### config.mk
export PLATFORM = sky130hd
export DESIGN_NAME = int_controller
export DESIGN_NICKNAME = d
export VERILOG_FILES = /design/src/rtl/int_controller.sv
export SDC_FILE = /design/constraint.sdc
export NUM_CORES = 1
export LEC_CHECK = 0
export ABC_AREA = 1
export BUFFER_PORTS_ARGS = -buffer_cell sky130_fd_sc_hd__buf_4
export CAP_MARGIN = 20
export CORE_MARGIN = 5
export CORE_UTILIZATION = 47
export DETAILED_ROUTE_END_ITERATION = 6
export PLACE_DENSITY = 0.84
export SETUP_SLACK_MARGIN = 0.2
export SYNTH_ARGS = -nofsm -noshare
export SYNTH_HDL_FRONTEND = slang
export SYNTH_SLANG_ARGS = --single-unit
### constraint.sdc
create_clock -name clk -period 3.56 [get_ports clk]
set_input_delay 0.712 -clock clk [delete_from_list [all_inputs] [get_ports clk]]
set_output_delay 0.712 -clock clk [all_outputs]
set_load 0.01 [all_outputs]
### src/rtl/int_controller.sv
// Interrupt controller: synchronises async sources, latches rising edges as pending,
// masks and prioritises them, and holds a level request to the CPU until it is serviced.
module int_controller #(
    parameter int unsigned NUM_SRC  = 4,
    parameter int unsigned CAUSE_W  = 3,
    parameter int unsigned MASK_RST = 0
) (
    input  logic               clk,
    input  logic               rstn,
    input  logic [NUM_SRC-1:0] src_i,
    input  logic               in_handler_i,
    input  logic               we_i,
    input  logic [1:0]         addr_i,
    input  logic [31:0]        wdata_i,
    output logic [31:0]        rdata_o,
    output logic               int_o,
    output logic [CAUSE_W-1:0] cause_o,
    output logic               int_active_o
);

    localparam logic [1:0] ADDR_PEND = 2'd0;
    localparam logic [1:0] ADDR_MASK = 2'd1;
    localparam logic [1:0] ADDR_STAT = 2'd2;

    typedef enum logic [1:0] {S_IDLE, S_REQ, S_SERVICE, S_GAP} state_t;

    state_t               state_q, state_d;
    logic [NUM_SRC-1:0]   s1_q, s2_q, s3_q;
    logic [NUM_SRC-1:0]   pending_q, pending_d;
    logic [NUM_SRC-1:0]   mask_q, mask_d;
    logic                 int_q, int_d;
    logic                 active_q, active_d;
    logic [CAUSE_W-1:0]   cause_q, cause_d;

    logic [NUM_SRC-1:0]   rise_c, w1c_c, svc_clr_c, pm_c, cause_oh_c, pend_live_c;
    logic [CAUSE_W-1:0]   sel_c;
    logic                 req_c, sel_found_c, unused_wdata_c;

    assign unused_wdata_c = ^wdata_i;

    assign rise_c      = s2_q & ~s3_q;
    assign w1c_c       = (we_i && addr_i == ADDR_PEND) ? wdata_i[NUM_SRC-1:0] : '0;
    assign mask_d      = (we_i && addr_i == ADDR_MASK) ? wdata_i[NUM_SRC-1:0] : mask_q;
    assign pm_c        = pending_q & mask_q;
    assign req_c       = |pm_c;
    assign cause_oh_c  = NUM_SRC'(1) << cause_q;
    // Pending view after this cycle's SW clear, used to withdraw a request promptly
    assign pend_live_c = (pending_q & ~w1c_c) | rise_c;
    // A new edge on the same bit outranks any clear in the same cycle
    assign pending_d   = (pending_q & ~(w1c_c | svc_clr_c)) | rise_c;

    // Fixed priority: lowest enabled pending index wins
    always_comb begin
        sel_c       = '0;
        sel_found_c = 1'b0;
        for (int unsigned i = 0; i < NUM_SRC; i++) begin
            if (pm_c[i] && !sel_found_c) begin
                sel_c       = CAUSE_W'(i);
                sel_found_c = 1'b1;
            end
        end
    end

    always_comb begin
        state_d   = state_q;
        int_d     = int_q;
        cause_d   = cause_q;
        active_d  = active_q;
        svc_clr_c = '0;
        case (state_q)
            S_IDLE: begin
                if (req_c) begin
                    state_d = S_REQ;
                    cause_d = sel_c;
                    int_d   = 1'b1;
                end
            end
            S_REQ: begin
                if (!(|(pend_live_c & mask_d & cause_oh_c))) begin
                    state_d = S_IDLE;
                    int_d   = 1'b0;
                end else if (in_handler_i) begin
                    state_d   = S_SERVICE;
                    int_d     = 1'b0;
                    active_d  = 1'b1;
                    svc_clr_c = cause_oh_c;
                end
            end
            S_SERVICE: begin
                if (!in_handler_i) begin
                    state_d  = S_GAP;
                    active_d = 1'b0;
                end
            end
            S_GAP: begin
                state_d = S_IDLE;
                int_d   = 1'b0;
            end
            default: state_d = S_IDLE;
        endcase
    end

    always_ff @(posedge clk or negedge rstn) begin
        if (!rstn) begin
            s1_q      <= '0;
            s2_q      <= '0;
            s3_q      <= '0;
            pending_q <= '0;
            mask_q    <= NUM_SRC'(MASK_RST);
            state_q   <= S_IDLE;
            int_q     <= 1'b0;
            cause_q   <= '0;
            active_q  <= 1'b0;
        end else begin
            s1_q      <= src_i;
            s2_q      <= s1_q;
            s3_q      <= s2_q;
            pending_q <= pending_d;
            mask_q    <= mask_d;
            state_q   <= state_d;
            int_q     <= int_d;
            cause_q   <= cause_d;
            active_q  <= active_d;
        end
    end

    assign int_o        = int_q;
    assign cause_o      = cause_q;
    assign int_active_o = active_q;

    // Register read mux; unused bits read as zero
    always_comb begin
        rdata_o = '0;
        case (addr_i)
            ADDR_PEND: rdata_o[NUM_SRC-1:0] = pending_q;
            ADDR_MASK: rdata_o[NUM_SRC-1:0] = mask_q;
            ADDR_STAT: begin
                rdata_o[9]           = active_q;
                rdata_o[8]           = int_q;
                rdata_o[CAUSE_W-1:0] = cause_q;
            end
            default: rdata_o = '0;
        endcase
    end

endmodule

==> reports/metrics.yaml <==
yosys:
  ys.flop_type: "dfrtp_1"
  async_flop_share_pct: 100.0
  avgSynthCellArea_um2: 8.101
  yosysTopAreaCell: "dfrtp_1"
  ys_ff_latch: 26
  yosys-top-cells-area: "dfrtp_1, buf_4, nand2_1"
  synthDistinctLibCells: 22
  synthTopCellsByCount: "nand2_1, buf_4, dfrtp_1"
  yosysWarnings: 0
  synth.most_common_cell: "nand2_1"
  synth_top_cell_area_share_pct: 45.38
  synth_edf_count: 0
  netlist_instances: 177
  ys_seq_area_share_pct: 45.38
  syn_area_mm2: 0.001434
placement:
  io_buffer_count: 23
  gp_congestion: 0.8803
  dp_hpwl_um: 2137
  placed_cells: 232
route:
  via_per_inst: 4.602
  first_iter_violations: 67
  drc: 0
  wl_per_cell_um: 11.36
  first_pass_iters: 4
  vias: 1086
  ant_nets: 0
  totalWireLength_um: 2682
sta:
  tns_ns: 0
  setup_violations: 0
  finalClockSkew_ns: 0.004632
  period_minus_slack_ns: 2.167
  rsz0062_at_grt: "false"
  min_period_over_period_pct: 60.87
  hold_viol: 0
  slew_viol_final: 0
  clock.fmax_mhz: 461.5
clock_tree:
  clk_latency_ns: 0.32
  root_buffer: "clkbuf_4"
  clock_path_buffers: 2
  cts_buffers: 3
  cts_tree: "yes"
  cts-hold-fix-buffers: 0
  numClockSinks: 26
  cts_setup_buffers: 0
  cts.clk_slew.worst_paths_ns: 0.14
  htree_levels: 1
  cts_resized: 0
critical_path:
  slowest_stage: "o221ai_1"
  reg2reg_from: "cause_o[1]"
  reg2reg_depth: 9
  cp_data_arrival_time_ns: 1.45
  crit_path_end_kind: "output port"
  critical_path.max_stage_delay_ns: 0.25
  startpoint_type: "input pin"
  crit_chain: "buf_4 > inv_1 > nand2_1 > o221ai_1 > buf_4"
  path_buf_inv: 3
  startpoint: "addr_i[0]"
  critPathKind: "input pin to output port"
  ff2ff_setup_slack_ns: 2.16
  path_depth: 5
  crit_family: "buffers and inverters"
  r2r_end: "pending_q[3]"
  critPathRequiredTime_ns: 2.85
  crit_path_end: "rdata_o[1]"
  crit_top_cell: "buf_4"
  cp_max_fo: 4
layout:
  drive_gt1_share_pct: 18.72
  layoutNonFillerInstCount: 236
  antenna_cells: 0
  final_nets: 246
  area.growth.synth_to_final_pct: 11.26
worst_hold_path:
  min_path_type: "input pin to async pin"
pwr:
  leakage_nw: 0.8575
  ir_drop_v: 0.0003415
  p_per_area_mw_per_mm2: 586.4
floorplanning:
  ios: 79
  dieWidth_um: 65.24
  die_h_um: 65.24
  fp.dieArea_mm2: 0.004256
  coreArea_mm2: 0.002978
  rows: 20
  start_util_pct: 48.15
global_route:
  antenna_found_initial: 0
  grtUsageMet2_pct: 23.39
  grt_most_used_layer: "met2"
  grt_max_degree: 27
  grt_pass1_wl_um: 4478
  grt_use_met1_pct: 16.59
  grt_pass1_vias: 1047
  grt_use_total_pct: 13.53
  overflow: 0
  grt_use_met3_pct: 3.248
run_status:
  status: "complete, no violations"
run:
  cap_violations: 0
## report_power, final
part	switching, mW	internal (mW)
logic	0.204	0.136
clock network	0.0848	0.114
registers	0.0459	0.351
total	0.334	0.601
## stage by stage
step | util, % | setup WS, ns | hold WS [ns] | area (µm²) | power (mW)
4_1_cts | 53.57 | 1.390 | 0.2660 | 1595 | 0.9443
3_5_place_dp | 51.81 | 1.399 | 0.3358 | 1543 | 0.7416
3_3_place_gp | 51.81 | 1.383 | 0.3316 | 1543 | 0.7327
6_report | 53.57 | 1.393 | 0.2655 | 1595 | 0.9355
5_1_grt | 53.57 | 1.335 | 0.2621 | 1595 | 1.012
2_1_floorplan | - | 1.739 | 0.3312 | 1531 | 0.6464
## worst min path at each step
stage	start	cells after the start	endpoint	slack, ns
after floorplan	s1_q[0]	0	s2_q[0]	0.33
after global placement	s1_q[1]	0	s2_q[1]	0.33
after detailed placement	s1_q[1]	0	s2_q[1]	0.34
after CTS	rstn	1	s1_q[1]	0.27
after global routing	rstn	1	s2_q[0]	0.26
final	rstn	1	int_active_o	0.27
## registers in the layout (all words and copies together) (netlist names), named ones only
name	count
int_o	1
mask_q	4
s2_q	4
int_active_o	1
state_q	1
s3_q	4
s1_q	4
cause_o	2
pending_q	4
## placed cells by master (no fill, tap or decap), types with 3 or more instances in the layout
| cell | synthesis | final |
|---|---|---|
| dfrtp_1 | 26 | 26 |
| a21oi_1 | 5 | 5 |
| o21bai_2 | 4 | 4 |
| conb_1 | 1 | 27 |
| nor2_1 | 23 | 23 |
| o21ai_0 | 6 | 6 |
| clkbuf_4 | 0 | 3 |
| inv_1 | 24 | 24 |
| nand3_1 | 12 | 12 |
| nand2_1 | 30 | 30 |
| buf_4 | 27 | 23 |
## worst reg2reg max path, stage by stage, from the launching register on
cell      delay, ns
dfrtp_1        0.43
inv_1          0.09
nor2_1         0.15
nand3_1        0.10
nor2_1         0.12
nor2_1         0.06
nand2_2        0.10
nand2_4        0.09
o21bai_2       0.13
inv_1          0.05
## area by class of cell
class / instances / area, µm²
multi-input combinational: 123 / 576.8
inverter: 27 / 101.3
tap: 33 / 41.29
clock buffer: 3 / 22.52
clock inverter: 1 / 30.03
timing repair buffer: 23 / 172.7
sequential: 26 / 650.6
fill: 285 / 1383
## cells by family after synthesis
kind of cell / share of synthesized area [%]
AOI/OAI and AO/OA: 10.38
buffers and inverters: 21.20
DFF: 45.37
other: 0.2615
and+or+nand+nor: 22.77
## per-layer routing
metal	vias to the layer above	share of wire, %	routed length, µm
met2	33	52	1388
met1	506	42	1128
met4	0	0	0
met3	0	6.2	165
li1	547	-	-
met5	-	0	0
No activity file was read; power rests on OpenSTA's default activity.
